**src/rtl/instr_encoder_if.sv**
```systemverilog
// Request/response bundle for instr_encoder: request fields in, encoded words and counters out.
// No state; pure signal grouping.
// slave is the encoder side, master is the producer/consumer side.
interface instr_encoder_if;
  logic        in_valid;
  logic        in_ready;
  logic [2:0]  fmt;
  logic [4:0]  rd;
  logic [4:0]  rs1;
  logic [4:0]  rs2;
  logic [2:0]  funct3;
  logic [31:0] imm;
  logic        out_valid;
  logic        out_ready;
  logic [31:0] out_instr;
  logic        out_err;
  logic [15:0] enc_count;
  logic [15:0] err_count;

  modport slave (
    input  in_valid, fmt, rd, rs1, rs2, funct3, imm, out_ready,
    output in_ready, out_valid, out_instr, out_err, enc_count, err_count
  );

  modport master (
    output in_valid, fmt, rd, rs1, rs2, funct3, imm, out_ready,
    input  in_ready, out_valid, out_instr, out_err, enc_count, err_count
  );
endinterface

```
**src/rtl/instr_encoder.sv**
```systemverilog
// Packs RISC-V LOAD/OPIMM/STORE/BRANCH/JAL/JALR words from fields + signed immediate, into a DEPTH FIFO.
// Latency: 1 cycle from handshake to FIFO head when empty; no bypass.
// Backpressure: in_ready drops only when the FIFO is full (state-derived, no path from out_ready).
module instr_encoder #(
  parameter int DEPTH = 2
) (
  input logic            clk,
  input logic            rst,
  instr_encoder_if.slave bus
);
  localparam int          AW   = $clog2(DEPTH);
  localparam logic [AW:0] FULL = (AW+1)'(DEPTH);
  localparam logic [AW:0] ONE  = (AW+1)'(1);
  localparam logic [31:0] NOP  = 32'h00000013;

  logic [AW-1:0] wr_ptr;
  logic [AW-1:0] rd_ptr;
  logic [AW-1:0] rd_nxt;
  logic [AW:0]   count;
  logic [32:0]   mem [DEPTH];
  logic [32:0]   head_q;
  logic [15:0]   enc_cnt_q;
  logic [15:0]   err_cnt_q;
  logic          in_rdy;
  logic          out_vld;
  logic          push;
  logic          pop;
  logic [31:0]   enc_word;
  logic          enc_err;
  logic          ok_is;
  logic          ok_b;
  logic          ok_j;

  assign in_rdy  = (count != FULL);
  assign out_vld = (count != '0);
  assign push    = bus.in_valid & in_rdy;
  assign pop     = out_vld & bus.out_ready;
  assign rd_nxt  = rd_ptr + AW'(1);

  assign bus.in_ready  = in_rdy;
  assign bus.out_valid = out_vld;
  assign bus.out_instr = head_q[31:0];
  assign bus.out_err   = head_q[32];
  assign bus.enc_count = enc_cnt_q;
  assign bus.err_count = err_cnt_q;

  // Range-check the immediate and pack the word for the requested format; rejects become NOP.
  always_comb begin
    enc_word = NOP;
    enc_err  = 1'b0;
    ok_is = (&bus.imm[31:11]) | ~(|bus.imm[31:11]);
    ok_b  = ((&bus.imm[31:12]) | ~(|bus.imm[31:12])) & ~bus.imm[0];
    ok_j  = ((&bus.imm[31:20]) | ~(|bus.imm[31:20])) & ~bus.imm[0];
    case (bus.fmt)
      3'd0: begin
        enc_word = {bus.imm[11:0], bus.rs1, bus.funct3, bus.rd, 7'b0000011};
        enc_err  = ~ok_is;
      end
      3'd1: begin
        enc_word = {bus.imm[11:0], bus.rs1, bus.funct3, bus.rd, 7'b0010011};
        enc_err  = ~ok_is;
      end
      3'd2: begin
        enc_word = {bus.imm[11:5], bus.rs2, bus.rs1, bus.funct3, bus.imm[4:0], 7'b0100011};
        enc_err  = ~ok_is;
      end
      3'd3: begin
        enc_word = {bus.imm[12], bus.imm[10:5], bus.rs2, bus.rs1, bus.funct3,
                    bus.imm[4:1], bus.imm[11], 7'b1100011};
        enc_err  = ~ok_b;
      end
      3'd4: begin
        enc_word = {bus.imm[20], bus.imm[10:1], bus.imm[11], bus.imm[19:12], bus.rd, 7'b1101111};
        enc_err  = ~ok_j;
      end
      3'd5: begin
        enc_word = {bus.imm[11:0], bus.rs1, 3'b000, bus.rd, 7'b1100111};
        enc_err  = ~ok_is;
      end
      default: enc_err = 1'b1;
    endcase
    if (enc_err) enc_word = NOP;
  end

  // Pointer and occupancy bookkeeping; pointers wrap naturally since DEPTH is a power of two.
  always_ff @(posedge clk or posedge rst) begin
    if (rst) begin
      wr_ptr <= '0;
      rd_ptr <= '0;
      count  <= '0;
    end else begin
      if (push) wr_ptr <= wr_ptr + AW'(1);
      if (pop)  rd_ptr <= rd_nxt;
      if (push && !pop)      count <= count + ONE;
      else if (!push && pop) count <= count - ONE;
    end
  end

  // Storage array; contents need no reset because occupancy gates visibility.
  always_ff @(posedge clk) begin
    if (push) mem[wr_ptr] <= {enc_err, enc_word};
  end

  // Head register: reloads only when the head entry changes, so it holds when the FIFO drains.
  always_ff @(posedge clk or posedge rst) begin
    if (rst) begin
      head_q <= '0;
    end else if (pop && count > ONE) begin
      head_q <= mem[rd_nxt];
    end else if (push && (count == '0 || (pop && count == ONE))) begin
      head_q <= {enc_err, enc_word};
    end
  end

  // Saturating handshake and reject counters.
  always_ff @(posedge clk or posedge rst) begin
    if (rst) begin
      enc_cnt_q <= '0;
      err_cnt_q <= '0;
    end else if (push) begin
      if (enc_cnt_q != 16'hFFFF)            enc_cnt_q <= enc_cnt_q + 16'd1;
      if (enc_err && err_cnt_q != 16'hFFFF) err_cnt_q <= err_cnt_q + 16'd1;
    end
  end
endmodule
```
**src/flat_wrapper.sv**
```systemverilog
// flat-port wrapper written by rule: the top's interface ports become plain ports
module instr_encoder_flat 
#(
  parameter int DEPTH = 2
)
  (clk, rst, bus_in_valid, bus_fmt, bus_rd, bus_rs1, bus_rs2, bus_funct3, bus_imm, bus_out_ready, bus_in_ready, bus_out_valid, bus_out_instr, bus_out_err, bus_enc_count, bus_err_count);
  instr_encoder_if bus_i ();
  input logic clk;
  input logic rst;
  input wire logic [$bits(bus_i.in_valid)-1:0] bus_in_valid;
  input wire logic [$bits(bus_i.fmt)-1:0] bus_fmt;
  input wire logic [$bits(bus_i.rd)-1:0] bus_rd;
  input wire logic [$bits(bus_i.rs1)-1:0] bus_rs1;
  input wire logic [$bits(bus_i.rs2)-1:0] bus_rs2;
  input wire logic [$bits(bus_i.funct3)-1:0] bus_funct3;
  input wire logic [$bits(bus_i.imm)-1:0] bus_imm;
  input wire logic [$bits(bus_i.out_ready)-1:0] bus_out_ready;
  output wire logic [$bits(bus_i.in_ready)-1:0] bus_in_ready;
  output wire logic [$bits(bus_i.out_valid)-1:0] bus_out_valid;
  output wire logic [$bits(bus_i.out_instr)-1:0] bus_out_instr;
  output wire logic [$bits(bus_i.out_err)-1:0] bus_out_err;
  output wire logic [$bits(bus_i.enc_count)-1:0] bus_enc_count;
  output wire logic [$bits(bus_i.err_count)-1:0] bus_err_count;
  assign bus_i.in_valid = bus_in_valid;
  assign bus_i.fmt = bus_fmt;
  assign bus_i.rd = bus_rd;
  assign bus_i.rs1 = bus_rs1;
  assign bus_i.rs2 = bus_rs2;
  assign bus_i.funct3 = bus_funct3;
  assign bus_i.imm = bus_imm;
  assign bus_i.out_ready = bus_out_ready;
  assign bus_in_ready = bus_i.in_ready;
  assign bus_out_valid = bus_i.out_valid;
  assign bus_out_instr = bus_i.out_instr;
  assign bus_out_err = bus_i.out_err;
  assign bus_enc_count = bus_i.enc_count;
  assign bus_err_count = bus_i.err_count;
  instr_encoder #(.DEPTH(DEPTH)) u_core (.clk(clk), .rst(rst), .bus(bus_i));
endmodule
```
**config.mk**
```make
export PLATFORM = sky130hd
export DESIGN_NAME = instr_encoder_flat
export DESIGN_NICKNAME = d
export VERILOG_FILES = /design/src/rtl/instr_encoder_if.sv /design/src/rtl/instr_encoder.sv /design/src/flat_wrapper.sv
export SDC_FILE = /design/constraint.sdc
export NUM_CORES = 1
export LEC_CHECK = 0
export BUFFER_PORTS_ARGS = -buffer_cell sky130_fd_sc_hd__buf_2
export CAP_MARGIN = 0
export CORE_MARGIN = 3
export CORE_UTILIZATION = 45
export CTS_CLUSTER_DIAMETER = 100
export DETAILED_ROUTE_END_ITERATION = 10
export PLACE_DENSITY = 0.74
export SLEW_MARGIN = 40
export SYNTH_ARGS = -nofsm -noshare
export SYNTH_HDL_FRONTEND = slang
export SYNTH_SLANG_ARGS = --single-unit
```
**constraint.sdc**
```tcl
create_clock -name clk -period 4.1 [get_ports clk]
set_input_delay 0.205 -clock clk [delete_from_list [all_inputs] [get_ports clk]]
set_output_delay 0.205 -clock clk [all_outputs]
set_load 0.01 [all_outputs]
```
# Word-level counts from Yosys, hierarchy flattened
# Memories as Yosys holds them, arrays and structs flattened.
# Cells that the tools add are included.
# op_classes
addsub	6
mul	0
div_mod_pow	0
n_lt_le_gt_ge	1
eq_ne	9
shifts	0
muxes	9
n_bitwise	14
n_reduce_logical	23
# ops
op	count
32-bit one-hot mux with 6 select lines	1
33-bit 2-to-1 mux	2
16-bit by 1-bit adder with 16-bit output (second input constant)	2
32-bit 2-to-1 mux	1
16-bit inequality test (second input constant)	2
21-bit AND reduction	1
21-bit OR reduction	1
20-bit AND reduction	1
20-bit OR reduction	1
12-bit AND reduction	1
12-bit OR reduction	1
1-bit inverter	7
3-bit by 2-bit == test with 1-bit output (second input constant)	2
3-bit == test (second input constant)	2
1-bit logical AND	6
2-bit nonzero test	3
1-bit bitwise AND	4
2-bit 2-to-1 mux	2
2-bit AND reduction	2
4-bit OR reduction	1
3-bit by 1-bit == test with 1-bit output (second input constant)	1
3-bit logical NOT	1
1-bit bitwise OR	3
1-bit one-hot mux with 3 select lines	1
10 further kinds	13
# totals
regBits	69
latch_bits	0
ram_bits	66
mem_bits_ro	0
input_bits	57
wordCells	69
n_memories	1
# memory_table
memory	depth	word_bits	read_ports	rd_ports_with_merged_regs	wr	line_no	rtl
u_core.mem	2	33	1	0	1	instr_encoder.sv:20	logic [32:0] mem [DEPTH];

# Depth between registers and ports, before layout
# logic_depth
depth_word	9
depth_mapped	11

# Least setup slack after synthesis
# No wires, ideal clock.
# synth_path
path_type	register to register
startpoint	register u_core.count[0]
endpoint	memory u_core.mem[0][10], enable pin
setup_ps	419
arrival_ps	2183
t_required_ps	3681
slack_ps	1498
stages_incl_launch_ff	6
period_less_slack_ps	2602
cell_sequence	dfrtp_1 -> inv_1 -> ha_1 -> inv_1 -> nand2_1 -> nor2_1
# synth_via
elab_chain_cells	4
# synth_rtl
element	line_no	rtl
start: declaration	instr_encoder.sv:19	logic [AW:0] count;
start signal: assignment	instr_encoder.sv:94	if (push && !pop) count <= count + ONE;
start signal: assignment	instr_encoder.sv:95	else if (!push && pop) count <= count - ONE;
2-bit inequality test	instr_encoder.sv:34	assign in_rdy = (count != FULL);
net bus_in_ready	flat_wrapper.sv:18	output wire logic [$bits(bus_i.in_ready)-1:0] bus_in_ready;
1-bit bitwise AND	instr_encoder.sv:36	assign push = bus.in_valid & in_rdy;
1-bit 2-to-1 mux	instr_encoder.sv:101	if (push) mem[wr_ptr] <= {enc_err, enc_word};
1-bit 2-to-1 mux (implied by the code)	instr_encoder.sv:101	
end: declaration	instr_encoder.sv:20	
# The timed path passes the listed nets, and every way through them passes these cells.

# Worst setup path after layout
# layout_path
startpoint	register u_core.count[0]
endpoint	register u_core.head_q[6]
# layout_via
elab_chain_cells	6
# layout_rtl
element	line_no	rtl
2-bit nonzero test	instr_encoder.sv:35	assign out_vld = (count != '0);
1-bit bitwise AND	instr_encoder.sv:37	assign pop = out_vld & bus.out_ready;
1-bit logical AND	instr_encoder.sv:110	end else if (push && (count == '0 || (pop && count == ONE))) begin
1-bit logical OR	instr_encoder.sv:110	
1-bit logical AND	instr_encoder.sv:110	
2-bit nonzero test (no source line)	-	
end signal: assignment	instr_encoder.sv:109	head_q <= mem[rd_nxt];
end signal: assignment	instr_encoder.sv:111	head_q <= {enc_err, enc_word};
end: declaration	instr_encoder.sv:21	logic [32:0] head_q;
# Several ways; a longest one is shown, not always the timed one.
# A chain may end at the register's enable or synchronous reset.

==> results by group <==
Synth
  – Register area share after synthesis: 58.53%
  – Mapped Nets: around 560
  – Synth cell types: between 50 and 60
  – Ys Warns: 0
  – Post-Syn Instances: 500
  – Top_reg_cell synth: dfrtp_1
  – FF+latch count, synth: 130
  – Syn Std Cell Area: 6088 um2
  – Ys async rst share: 52.31%
  – Post-synth EDFFs: 62
  – Syn_area_per_cell: 12.18 um2

Route
  – ANT nets after route: 0
  – Wire length on met3: between 700 and 800 um
  – Average wire per standard cell: roughly 18 um
  – WL met1: 6069 um
  – Routed wl met2: 7318 um
  – Highest metal used: met4
  – Routed WL: 14,480 um
  – DRT iter0 DRCs: slightly above 300
  – DR vias: 4,494
  – DRC viols: 0
  – Drt pass-1 iters: 5
  – Detail-routed via count per cell: 5.562

Power
  – Share of power burned in registers: 42.2%
  – Pwr dens: approximately 660 nW/um2
  – Clock power frac: 29.9%
  – Net Sw Frac: between 30% and 40%
  – Standby leakage power: between 3 and 4 nW
  – Logic gate share of total power: 27.9%
  – Int Power: 0.003357 W
  – Worst IR Drop VDD: 0.0004770 V
  – P_sw: about 0.0016 W

Finish
  – Util after Layout: 57.98%
  – # diodes: 0
  – Storage cell area: 3567 um2
  – Area of the multi-input gates: 2356 um2
  – Area delta synth->final: 23.10%
  – # fillers: 1,090
  – Layout cell share with drive strength beyond 1: 30.66%
  – Nets: 687

Timing
  – Fin crit period: about 2900 ps
  – Clock Skew: 5.298 ps
  – Max-slew violation count: 0
  – Setup violators final: 0
  – Final Hold Viols: 0
  – Slew margin rel.: 51.91%
  – Worst-margin pin slew: 721.4 ps
  – RSZ-0062 raised after global routing: no
  – Setup TNS: 0 ps
  – FMAX: 344.5 MHz
  – Final period util: 70.80%

GRT
  – First-pass GRT wire length: 23,040 um
  – Largest net degree at the start of global routing: 44
  – Vias in the first global route: around 4,500
  – GR Overflow Total: 0
  – GRT Total Usage: 19.94%
  – Initial antenna violation count: 0

Floorplanning
  – Die W: 122.3 um
  – Ports: 124
  – Initial Util: 47.10%
  – Die ar.: 14,960 um2
  – Area of the core: 12,930 um2
  – Die height: 122.3 um
  – Rows: between 40 and 50

Clock tree
  – Clock buffers created by TritonCTS: 17
  – Worst-path clk slew: around 60 ps
  – TritonCTS clock tree: done
  – Clock Sinks: 130
  – Root buffer cell: clkbuf_16
  – Cts repair resizes: 0
  – CTS HTree Levels: 4
  – Worst-Skew Late Latency: ~400 ps
  – Worst-case clock buffer depth: 2

Worst hold path
  – Worst Hold Class: input port to flop
  – Hold depth: 3
  – Worst min-delay path startpoint: bus_out_ready
  – Hold Path Sink: u_core.rd_ptr

Placed design
  – I/O Buffers: roughly 120
  – Dpl hpwl: 9970 um
  – Final GP Congestion: between 0.8 and 0.9

Outcome
  – Status: finished clean

Setup path
  – Flop2flop setup slack: 1200 ps
  – Register-to-Register Path Depth: 9
  – Max stage delay on crit path: 430 ps
  – Most used cell, CP: inv_1
  – Reg2Reg Capture Point: u_core.head_q[6]
  – Worst Setup Start Kind: flop
  – Crit path cell chain: inv_1 -> ha_1 -> inv_1 -> nand2_1 -> inv_1 -> nand2_1 -> and2_1 -> buf_4 -> a221o_1
  – Reg-to-reg critical path startpoint: u_core.count[0]
  – Crit path DAT: 3180 ps
  – CP Capture Type: flop
  – Crit Path Max Fanout: 17
  – Slowest CP cell: and2_1
  – Crit Path Class: flop to flop
  – Worst Path Required: between 4000 and 5000 ps

Job
  – Max_cap viols: 0
-- registers in the layout, summed over array words and instances (netlist names) --
signal and flops:
u_core.bus.err_count 16, u_core.count 2, u_core.rd_ptr 1, u_core.wr_ptr 1
u_core.bus.enc_count 16, u_core.head_q 32, u_core.mem 62
-- power by group through the flow --
stage          logic [W]  clock network (W)  registers (W)
2_1_floorplan   0.000855                  0        0.00207
3_3_place_gp     0.00134                  0        0.00209
3_5_place_dp     0.00139                  0        0.00211
4_1_cts          0.00141            0.00151        0.00209
5_1_grt          0.00152            0.00158        0.00214
6_report         0.00138            0.00148        0.00209
-- layout by cell type (no fill, tap or decap), types with 4 or more instances in the layout --
master	count
and2_1	8
or4_1	4
nor2_4	19
mux2i_1	35
nor2b_1	8
o21ai_0	5
buf_2	123
buf_4	8
nor2_1	49
clkinv_2	5
nand4_1	11
xor2_1	22
a21oi_1	17
xnor2_1	11
a221o_1	27
nor3_1	14
a22oi_1	9
dfrtp_1	67
nor4_1	6
ha_1	6
nand3_1	14
edfxtp_1	62
clkbuf_16	17
nand2b_1	4
inv_1	9
nand2_1	27
-- synth_stat cells, drive strengths merged, types with 11 or more instances --
cell / n / area, um2
nor3: 14 / 70.07
xnor2: 11 / 96.34
edfxtp: 62 / 1862
xor2: 22 / 192.7
mux2i: 35 / 350.3
inv: 12 / 45.05
clkbuf: 22 / 82.58
nor2: 68 / 390.4
nand4: 11 / 68.82
a21oi: 18 / 90.09
nand2: 27 / 101.4
dfrtp: 68 / 1702
a221o: 27 / 270.3
nand3: 14 / 70.07
-- metrics by stage --
step | instance area [um2] | power, W | hold WS, ps | instances | setup slack [ps]
final | 7495 | 0.004952 | 145.4 | 808 | 1197
after floorplan | 6088 | 0.002929 | 401.5 | 500 | 1498
after global routing | 7495 | 0.005231 | 129.7 | 808 | 1001
after detailed placement | 6900 | 0.003504 | 299.3 | 776 | 1083
after CTS | 7495 | 0.005008 | 119.9 | 808 | 1203
after global placement | 6857 | 0.003427 | 451.5 | 774 | 1169
-- area by class of cell --
class,instances,area share [%]
clock buffers,20,5.960
clock inverters,11,1.836
inverters,12,0.6344
multi-input cells,329,31.44
flip-flops and latches,130,47.60
well taps,172,2.871
repair buffers,134,9.666
-- worst max path at each step --
stage | startpoint | slack, ps | depth (start not counted) | to
after detailed placement | bus_fmt[1] | 1080 | 10 | u_core.head_q[11]
after global routing | u_core.count[0] | 1000 | 9 | u_core.head_q[10]
after global placement | bus_fmt[1] | 1170 | 10 | u_core.head_q[18]
after floorplan | u_core.count[0] | 1500 | 5 | u_core.mem[0][10]
after CTS | u_core.count[0] | 1200 | 9 | u_core.head_q[6]
final | u_core.count[0] | 1200 | 9 | u_core.head_q[6]
-- layer usage --
metal	GRT usage [%]	vias up
li1	-	2094
met1	25.58	2246
met2	32.19	127
met3	5.714	27
met4	7.628	0
met5	0	-
-- worst max-delay path: cells and delay by family (launching register included) --
family / cells / cell delay [ps]
buffers and inverters: 4 / 910
AND/OR/NAND/NOR: 3 / 890
AO/OA/AOI/OAI: 1 / 370
flip-flops: 1 / 400
adder cells (fa/ha/maj): 1 / 210
-- kinds of logic after synthesis --
kind of cell	after synthesis	synth area share [%]
flip-flops	130	58.53
AND/OR/NAND/NOR	178	16.44
XOR/XNOR	33	4.747
multiplexers	37	6.124
AO/OA/AOI/OAI	75	9.967
adder cells (fa/ha/maj)	6	1.233
buffers and inverters	41	2.959
-- what timing repair did --
item	4_1_cts	5_1_grt
hold buffers	1	0
buffers inserted	0	0
endpoints found under the hold margin	42	0
(Power assumes the default switching activity.)
